<file path="src/rtl/mem_arb_pkg.sv">
// Shared types and constants for the two-port SRAM arbiter.
package mem_arb_pkg;

  // Arbiter sequencing states.
  typedef enum logic [1:0] {
    IDLE   = 2'd0,
    ACCESS = 2'd1,
    DONE   = 2'd2
  } state_t;

  // Port indices: CPU data port and the secondary (DMA / copier) master.
  localparam logic PORT_CPU = 1'b0;
  localparam logic PORT_AUX = 1'b1;

  // Default SRAM bus geometry.
  localparam int DEF_ADDR_W = 16;
  localparam int DEF_DATA_W = 8;

endpackage

</file>
<file path="src/rtl/mem_arbiter.sv">
// Two-port arbiter and access sequencer for a single-port async SRAM.
// Owns the active-low cs/we strobes, holds the bus stable for WAIT_STATES+1
// cycles per access and inserts one idle turnaround cycle between accesses.
// Optional macro MEM_ARB_FIXED_PRI_EN: port 0 always wins a simultaneous
// request; without it, simultaneous requests alternate (round-robin).
module mem_arbiter
  import mem_arb_pkg::*;
#(
  parameter int ADDR_W      = DEF_ADDR_W,
  parameter int DATA_W      = DEF_DATA_W,
  parameter int WAIT_STATES = 1
) (
  input  logic              clk,
  input  logic              rst,
  input  logic              p0_req,
  input  logic              p0_we,
  input  logic [ADDR_W-1:0] p0_addr,
  input  logic [DATA_W-1:0] p0_wdata,
  output logic              p0_gnt,
  output logic              p0_ack,
  output logic [DATA_W-1:0] p0_rdata,
  input  logic              p1_req,
  input  logic              p1_we,
  input  logic [ADDR_W-1:0] p1_addr,
  input  logic [DATA_W-1:0] p1_wdata,
  output logic              p1_gnt,
  output logic              p1_ack,
  output logic [DATA_W-1:0] p1_rdata,
  output logic [ADDR_W-1:0] A,
  output logic [DATA_W-1:0] data_out,
  input  logic [DATA_W-1:0] data_in,
  output logic              cs,
  output logic              we,
  output logic              busy
);

  localparam logic [3:0] WAIT_CNT = 4'(WAIT_STATES);

  state_t              state_reg, state_next;
  logic [3:0]          cnt_reg, cnt_next;
  logic                last_grant_reg, last_grant_next;
  logic                owner_reg, owner_next;
  logic [ADDR_W-1:0]   a_reg, a_next;
  logic [DATA_W-1:0]   dout_reg, dout_next;
  logic                cs_reg, cs_next;
  logic                we_reg, we_next;
  logic [1:0]          gnt_reg, gnt_next;
  logic [1:0]          ack_reg, ack_next;
  logic [DATA_W-1:0]   rdata0_reg, rdata0_next;
  logic [DATA_W-1:0]   rdata1_reg, rdata1_next;
  logic                busy_reg, busy_next;
  logic                win;
  logic                win_wr;

  // Winner selection; only called when at least one request is present.
  function automatic logic pick_winner(input logic r0, input logic r1, input logic last);
`ifdef MEM_ARB_FIXED_PRI_EN
    // Port 0 has absolute priority; last grant is tracked but not consulted.
    pick_winner = r0 ? PORT_CPU : PORT_AUX;
    if (last) begin end
`else
    // Round-robin: on a tie the port that was not served last wins.
    if (r0 && r1) pick_winner = ~last;
    else          pick_winner = r1 ? PORT_AUX : PORT_CPU;
`endif
  endfunction

  // Next-state and next-output logic for the access sequencer.
  always_comb begin
    state_next      = state_reg;
    cnt_next        = cnt_reg;
    last_grant_next = last_grant_reg;
    owner_next      = owner_reg;
    a_next          = a_reg;
    dout_next       = dout_reg;
    cs_next         = cs_reg;
    we_next         = we_reg;
    gnt_next        = 2'b00;
    ack_next        = 2'b00;
    rdata0_next     = rdata0_reg;
    rdata1_next     = rdata1_reg;
    win             = PORT_CPU;
    win_wr          = 1'b0;

    case (state_reg)
      IDLE: begin
        if (p0_req || p1_req) begin
          win             = pick_winner(p0_req, p1_req, last_grant_reg);
          win_wr          = win ? p1_we : p0_we;
          owner_next      = win;
          last_grant_next = win;
          a_next          = win ? p1_addr : p0_addr;
          // Reads leave the write-data bus where it was.
          if (win_wr) dout_next = win ? p1_wdata : p0_wdata;
          we_next         = ~win_wr;
          cs_next         = 1'b0;
          gnt_next[win]   = 1'b1;
          cnt_next        = WAIT_CNT;
          state_next      = ACCESS;
        end
      end
      ACCESS: begin
        if (cnt_reg == 4'd0) begin
          // we_reg high here means the access in flight is a read.
          if (we_reg) begin
            if (owner_reg) rdata1_next = data_in;
            else           rdata0_next = data_in;
          end
          cs_next              = 1'b1;
          we_next              = 1'b1;
          ack_next[owner_reg]  = 1'b1;
          state_next           = DONE;
        end else begin
          cnt_next = cnt_reg - 4'd1;
        end
      end
      DONE: begin
        state_next = IDLE;
      end
      default: begin
        state_next = IDLE;
      end
    endcase

    busy_next = (state_next != IDLE);
  end

  // State and output registers; reset drops the bus immediately.
  always_ff @(posedge clk or posedge rst) begin
    if (rst) begin
      state_reg      <= IDLE;
      cnt_reg        <= 4'd0;
      last_grant_reg <= PORT_AUX;
      owner_reg      <= PORT_CPU;
      a_reg          <= '0;
      dout_reg       <= '0;
      cs_reg         <= 1'b1;
      we_reg         <= 1'b1;
      gnt_reg        <= 2'b00;
      ack_reg        <= 2'b00;
      rdata0_reg     <= '0;
      rdata1_reg     <= '0;
      busy_reg       <= 1'b0;
    end else begin
      state_reg      <= state_next;
      cnt_reg        <= cnt_next;
      last_grant_reg <= last_grant_next;
      owner_reg      <= owner_next;
      a_reg          <= a_next;
      dout_reg       <= dout_next;
      cs_reg         <= cs_next;
      we_reg         <= we_next;
      gnt_reg        <= gnt_next;
      ack_reg        <= ack_next;
      rdata0_reg     <= rdata0_next;
      rdata1_reg     <= rdata1_next;
      busy_reg       <= busy_next;
    end
  end

  assign A        = a_reg;
  assign data_out = dout_reg;
  assign cs       = cs_reg;
  assign we       = we_reg;
  assign busy     = busy_reg;
  assign p0_gnt   = gnt_reg[0];
  assign p1_gnt   = gnt_reg[1];
  assign p0_ack   = ack_reg[0];
  assign p1_ack   = ack_reg[1];
  assign p0_rdata = rdata0_reg;
  assign p1_rdata = rdata1_reg;

endmodule

</file>
<file path="config.mk">
export PLATFORM = sky130hd
export DESIGN_NAME = mem_arbiter
export DESIGN_NICKNAME = d
export VERILOG_FILES = /design/src/rtl/mem_arb_pkg.sv /design/src/rtl/mem_arbiter.sv
export SDC_FILE = /design/constraint.sdc
export NUM_CORES = 1
export LEC_CHECK = 0
export CAP_MARGIN = 40
export CORE_ASPECT_RATIO = 1.2
export CORE_MARGIN = 2
export CORE_UTILIZATION = 44
export DETAILED_ROUTE_END_ITERATION = 10
export PLACE_DENSITY = 0.85
export SLEW_MARGIN = 15
export SYNTH_ARGS = -nofsm -noshare
export SYNTH_HDL_FRONTEND = slang
export SYNTH_SLANG_ARGS = --single-unit
</file>
<file path="constraint.sdc">
create_clock -name clk -period 4.2 [get_ports clk]
set_clock_uncertainty 0.15 [all_clocks]
set_input_delay 0.84 -clock clk [delete_from_list [all_inputs] [get_ports clk]]
set_output_delay 0.84 -clock clk [all_outputs]
set_load 0.005 [all_outputs]
</file>
# == Word-level counts from Yosys, hierarchy flattened ==
# Cells that the tools add are included.
# word_totals
reg_bits,55
word_cells,65
in_bits,62
# classes
add_sub_neg,1
reduce_logical,14
eq_ne,4
n_lt_le_gt_ge,4
n_mux,26
bitwise_logic,3
# op_table
operator,count
two-way mux 16 bit,1
two-way mux 2 bit,6
two-way mux 1 bit,10
AND reduction 3 bit,3
two-way mux 4 bit,2
two-way mux 8 bit,1
one-hot mux 4 bit (2 select lines),1
AND reduction 4 bit,2
inequality test 2 bit (second input constant),3
zero test 4 bit,1
< comparator 1 x 2 -> 1 bit (second input constant),2
one-hot mux 1 bit (2 select lines),2
one-hot mux 2 bit (2 select lines),1
nonzero test 2 bit,2
subtractor 4 x 1 -> 4 bit (second input constant),1
logical AND 1 bit,3
inverter 1 bit,3
demux 1 bit (select 1 bit),2
== test 2 x 1 -> 1 bit (second input constant),1
greater-or-equal comparator 1 bit (second input constant),2
zero test 2 bit,1
AND reduction 2 bit,1
logical OR 1 bit,1

# == Logic depth before layout (Yosys ltp) ==
# Gate-level depths: netlist (run 1).
# depth
ltp_word,10
depth_mapped,6
depth_no_buf,6

# == Least setup slack after synthesis (run 1) ==
# No wires, ideal clock.
# synth_path
path_type,input -> register
from,input p1_req
to,register dout_reg[0] (netlist: data_out[0])
path_slack_ps,2352
t_required_ps,3971
t_arrival_ps,1619
cell_stages,4
setup_time_ps,79
path_cell_list,a21bo_2 > a21boi_4 > o21a_4 > a2bb2oi_1
# synth_between
elab_chain_len,6
elab_cells_between_ends,9
# synth_lines
element,line_no,source
start: declaration,mem_arbiter.sv:22,"input logic p1_req,"
two-way mux 1 bit / logical AND 1 bit (equally long branches),"mem_arbiter.sv:64, mem_arbiter.sv:63",
two-way mux 1 bit,mem_arbiter.sv:63,if (r0 && r1) pick_winner = ~last;
two-way mux 1 bit,mem_arbiter.sv:87,if (p0_req || p1_req) begin
two-way mux 1 bit,mem_arbiter.sv:85,case (state_reg)
two-way mux 1 bit,mem_arbiter.sv:89,win_wr = win ? p1_we : p0_we;
AND reduction 3 bit (no source line),n/a,
end signal: assignment,mem_arbiter.sv:150,dout_reg <= dout_next;
end: declaration,mem_arbiter.sv:44,"logic [DATA_W-1:0] dout_reg, dout_next;"
# Several ways; a longest one is shown, not always the timed one. The select of a mux whose other input is x is not followed.
# A chain may end at the register's enable or synchronous reset.

# == Worst setup path after layout (run 1) ==
# layout_path
from,input p1_req
to,register dout_reg[6] (netlist: data_out[6])
# Same word-level chain as after synthesis.

==> flow_summary_export.csv, run 1 <==
group,metric,value,unit
outcome,status,"finished clean",
critical_path,worst-setup-path-type,"input port to register",
die,die_area,0.00589,mm^2
timing,period_needed,2.45,ns
timing,max_freq,409,MHz
cells_and_area,seqCellArea,0.00138,mm^2
critical_path,worstReg2RegEnd,"p0_rdata[4]",
synthesis,synth_area,0.00233,mm^2
die,rows,29,
synthesis,synthTopCellsByArea,"dfrtp_1, mux2_2, nand2_1, a31oi_1, dfstp_2",
drt,maxUsedRoutingLayer,"met4",
timing,setup_viol,0,
clock_tree,cts_setup_buffers,0,
synthesis,synth.avg_cell_area,11.3,um^2
global_routing,grt_pass1_vias,1988,
placement,port_buffers,108,
timing,tightest_slew,0.624,ns
power,sw_frac_of_total,30.1,%
critical_path,arrival,2.52,ns
timing,slew_violations,0,
drt,met3_length,306,um
critical_path,cp_cell_sequence,"clkdlybuf4s50_1 -> a21bo_2 -> a21boi_4 -> o21a_4 -> a2bb2oi_1",
timing,maxSlewHeadroom,58.1,%
die,dieHeight,83.6,um
synthesis,synth_largest_area_cell,"dfrtp_1",
clock_tree,numCtsBuffers,5,
run,cap_violations,0,
global_routing,grt_remaining_overflow,0,
cells_and_area,layout_common_cells,"clkdlybuf4s50_1, dfrtp_1, nand2_1",
clock_tree,clock_path_buffers,2,
critical_path,worstPathRequired,4.27,ns
drt,drc,0,
power,p_seq_share,38.5,%
synthesis,synth-warning-count,0,
critical_path,path_depth,5,
synthesis,synthDistinctLibCells,32,
die,core_area,0.00519,mm^2
cells_and_area,final_common_cell,"clkdlybuf4s50_1",
drt,drtPass1Iterations,4,
cells_and_area,diodes,0,
synthesis,syn-num-nets,268,
global_routing,antenna_found_initial,0,
power,leakage,1.53,nW
die,io_pins,109,
cells_and_area,fin_util,69.7,%
drt,via_per_inst,5.15,
synthesis,synthesis.instances,205,
cells_and_area,drive_gt1_share,13.3,%
power,clkPwrFrac,16.3,%
timing,fin_ws,1.75,ns
timing,hold_viol_final,0,
critical_path,regToRegSetupSlack,2.24,ns
hold_path,min_path_type,"register to register",
synthesis,ys_ff_latch,55,
cells_and_area,multi_input_area,892,um^2
critical_path,startpoint,"p1_req",
drt,dr_wl_met2,2930,um
clock_tree,cts_tree,"done",
clock_tree,postCtsHoldBufs,0,
die,start_util,44.8,%
power,ir_drop,0.332,mV
drt,drt-initial-drc-count,121,
drt,wl_per_cell,15.4,um
timing,rsz0062_at_grt,"no",
critical_path,crit_path_max_incr_delay,0.52,ns
drt,vias,1945,
power,powerDensity,676,mW/mm^2
cells_and_area,layout.nets,378,
critical_path,crit_buf_inv,1,
critical_path,startpoint_type,"input port",
drt,totalWireLength,5810,um
critical_path,crit_family,"compound AO/OA/AOI/OAI gates",
global_routing,track_usage,20.9,%
clock_tree,cts.sinks,55,
clock_tree,cts_resized,0,
critical_path,cp_slowest_cell,"clkdlybuf4s50_1",
cells_and_area,area.growth.synth_to_final,55.5,%
clock_tree,h-tree-depth,2,
power,p_int,1.71,mW
power,combPwrFrac,45.2,%
global_routing,grt_start_max_net_pins,32,
drt,routedLengthMet1,2360,um
drt,antenna_left,0,
critical_path,r2r_cells,6,
cells_and_area,largest_reg_flops,16,
critical_path,crit_end,"data_out[6]",
critical_path,end_kind,"register",
global_routing,grt_pass1_wl,9670,um
synthesis,yosysSeqAreaShare,59.3,%
die,chipWidth,70.4,um
cells_and_area,fillCellCount,405,
placement,hpwlAfterDp,4510,um
timing,setup_tns,0,ns
placement,pre_cts_slack,1.43,ns
clock_tree,clk_pin_slew,0.09,ns
power,power_switching,0.735,mW
critical_path,r2r_start,"cnt_reg[0]",
placement,gp_congestion,0.794,
timing,finalCritPeriodShare,58.3,%
synthesis,synth_top_area_share,55.9,%
critical_path,critPathMaxFanout,20,
clock_tree,cts_root_buf,"clkbuf_8",
clock_tree,clock_latency,0.30,ns
## synth_stat cells (all sizes together)
library cell,number
a21bo,1
a21boi,2
a21o,2
a21oi,3
a2bb2oi,8
a31oi,17
and2,1
and3,1
buf,8
dfrtp,52
dfstp,3
ha,1
inv,3
mux2,17
mux2i,2
nand2,41
nand2b,1
nand3,2
nand4,1
nor2,21
nor2b,2
nor3,3
nor3b,1
o21a,2
o21ai,2
o22ai,8
## kinds of logic (layout without fill, tap and decap cells)
logic type	Yosys count	count (layout)	share of synthesized area (%)
fa+ha+maj	1	1	0.538
mux	19	19	9.09
buf+inv	11	122	2.31
compound gates	45	45	14.3
simple gates	74	74	14.4
flops	55	55	59.3
## stage by stage
stage / instance area [um^2] / power, mW / hold slack (ns) / instances
2_1_floorplan: 2330 / 1.45 / 0.309 / 205
3_3_place_gp: 3450 / 2.01 / 0.336 / 368
3_5_place_dp: 3480 / 2.07 / 0.343 / 370
4_1_cts: 3620 / 2.48 / 0.361 / 378
5_1_grt: 3620 / 2.61 / 0.372 / 378
6_report: 3620 / 2.44 / 0.355 / 378
## how the worst min path moves through the flow
stage,cells after the start,to,start,slack [ns]
final,1,cnt_reg[0],cnt_reg[0],0.35
after detailed placement,1,p1_rdata[3],p1_rdata[3],0.34
after global routing,1,cs,cs,0.37
after floorplan,1,gnt_reg[1],state_reg[0],0.31
after CTS,1,cnt_reg[0],cnt_reg[0],0.36
after global placement,1,p1_rdata[3],p1_rdata[3],0.34
## per-layer routing
| layer | vias up | GRT usage (%) |
|---|---|---|
| met4 | 0 | 9.09 |
| met5 | - | 0 |
| met2 | 78 | 34.9 |
| met3 | 17 | 4.71 |
| met1 | 910 | 25.9 |
| li1 | 940 | - |
## area by class of cell
type | instances | area share, %
flip-flops and latches | 55 | 38.2
repair buffers | 111 | 31.1
multi-input cells | 139 | 24.7
well taps | 62 | 2.14
clock buffers | 6 | 2.01
clock inverters | 2 | 1.66
inverters | 3 | 0.311
## power groups by stage
stage                     clock, mW  sequential (mW)  combinational, mW
final                         0.399            0.941               1.10
after global routing          0.429            0.978               1.20
after CTS                     0.410            0.944               1.12
after detailed placement          0            0.952               1.12
after global placement            0            0.944               1.06
after floorplan                   0            0.956              0.499
Note: power is estimated with default switching activity, not from simulation.
==> run 2: changes to the inputs <==
Settings changed: CORE_UTILIZATION 44 to 37, PLACE_DENSITY 0.85 to 0.76.
Clock period 4.2 ns to 2 ns, I/O delays scaled along.
==> run 2 against run 1 <==
Compared with the run above:
- critical path type is now register to primary output
- register-to-register slack got worse by 2.1 ns
- non-clock buffer count increased by 7
- largest cell class unchanged
- critical path depth decreased by 4
- critical endpoint is now we
- sequential share of layout area decreased by 0.86 points
==> flow_summary_export.csv, run 2 (synthesis results as in run 1) <==
group,metric,value,unit
die,start_util,38.4,%
placement,gp_congestion,0.755,
drt,vias,1963,
critical_path,crit_family,"flip-flops",
cells_and_area,largest_reg_flops,16,
drt,drtPass1Iterations,4,
drt,antenna_left,0,
critical_path,r2r_cells,6,
power,powerDensity,1390,mW/mm^2
critical_path,path_depth,1,
clock_tree,cts.sinks,55,
timing,setup_tns,0,ns
drt,totalWireLength,5820,um
clock_tree,cts_root_buf,"clkbuf_8",
clock_tree,numCtsBuffers,5,
power,ir_drop,0.681,mV
clock_tree,cts_tree,"done",
timing,fin_ws,0.0713,ns
clock_tree,cts_resized,0,
critical_path,startpoint_type,"register",
critical_path,worstPathRequired,1.45,ns
power,p_seq_share,38.3,%
power,p_int,3.57,mW
critical_path,regToRegSetupSlack,0.14,ns
power,power_switching,1.59,mW
placement,hpwlAfterDp,4580,um
drt,drt-initial-drc-count,59,
timing,period_needed,1.93,ns
run,cap_violations,0,
hold_path,min_path_type,"input port to async pin",
global_routing,grt_start_max_net_pins,34,
global_routing,track_usage,17.3,%
drt,drc,0,
die,io_pins,109,
power,sw_frac_of_total,30.8,%
die,die_area,0.00694,mm^2
critical_path,end_kind,"primary output",
critical_path,worstReg2RegEnd,"p0_rdata[7]",
outcome,status,"finished clean",
die,rows,31,
timing,max_freq,518,MHz
clock_tree,clock_latency,0.30,ns
timing,maxSlewHeadroom,73.7,%
timing,hold_viol_final,0,
timing,tightest_slew,0.394,ns
power,total_power,5.15,mW
timing,rsz0062_at_grt,"no",
clock_tree,h-tree-depth,2,
cells_and_area,final_common_cell,"clkdlybuf4s50_1",
critical_path,crit_path_max_incr_delay,0.56,ns
power,combPwrFrac,46.7,%
global_routing,grt_remaining_overflow,0,
timing,slew_violations,0,
cells_and_area,layout_common_cells,"clkdlybuf4s50_1, dfrtp_1, nand2_1",
drt,via_per_inst,4.85,
die,dieHeight,90.9,um
cells_and_area,drive_gt1_share,15.5,%
placement,port_buffers,108,
timing,finalCritPeriodShare,96.4,%
global_routing,grt_pass1_wl,9650,um
critical_path,arrival,1.38,ns
clock_tree,clk_pin_slew,0.10,ns
power,leakage,1.57,nW
cells_and_area,area.growth.synth_to_final,59.1,%
critical_path,worst-setup-path-type,"register to primary output",
cells_and_area,layout.nets,385,
critical_path,cp_slowest_cell,"dfstp_2",
power,clkPwrFrac,15.0,%
timing,setup_viol,0,
cells_and_area,diodes,0,
placement,pre_cts_slack,-0.0406,ns
cells_and_area,final_area,0.00370,mm^2
die,chipWidth,76.4,um
die,core_area,0.00605,mm^2
critical_path,critPathMaxFanout,3,
global_routing,antenna_found_initial,0,
drt,wl_per_cell,14.4,um
critical_path,crit_buf_inv,1,
clock_tree,clock_path_buffers,2,
global_routing,grt_pass1_vias,2011,
critical_path,startpoint,"we",
critical_path,cp_cell_sequence,"clkdlybuf4s50_1",
critical_path,r2r_start,"cnt_reg[0]",
placement,dpl_cell_area,0.00357,mm^2
## run 2: cell count changes in the layout (fill, tap and decap cells not counted), sizes merged
cell    before  now
buf          3   10
bufinv       2    1
inv          3    4
## run 2: worst max-delay path by stage
stage	end	slack, ns
finish	we	0.07
floorplan	A[0]	0.11
detailed placement	A[12]	-0.04
CTS	we	0.02
global placement	A[4]	0.05
global route	p0_rdata[1]	0.003
## run 2: power by group through the flow
stage	clock network [mW]	registers [mW]	logic [mW]
floorplan	0	2.01	1.05
global placement	0	1.98	2.35
detailed placement	0	2.01	2.42
CTS	0.795	1.99	2.43
global route	0.836	2.06	2.61
finish	0.772	1.98	2.41
## run 2: layout make-up
cell class | instances | area [um^2]
fill | 541 | 2350
sequential | 55 | 1380
timing repair buffer | 118 | 1190
multi-input combinational | 139 | 892
tap | 82 | 103
clock buffer | 6 | 82.6
clock inverter | 2 | 38.8
inverter | 3 | 11.3
## run 2: repair_timing
| action | 4_1_cts | 5_1_grt |
|---|---|---|
| buffers inserted | 0 | 1 |
| endpoints found under the setup margin | 0 | 1 |
| hold buffers | 0 | 0 |
## run 2: per-stage QoR
step	std cells	hold WS, ns	util [%]
after global routing	405	0.267	61.2
final	405	0.248	61.2
after global placement	396	0.337	59.0
after floorplan	205	0.309	-
after detailed placement	396	0.343	59.0
after CTS	404	0.266	61.0
## run 2: layer usage
layer  track usage (%)  wire length, um
met5                 0                0
met2              31.2             3100
met1              20.3             2300
met3              4.30              325
met4              4.70               94
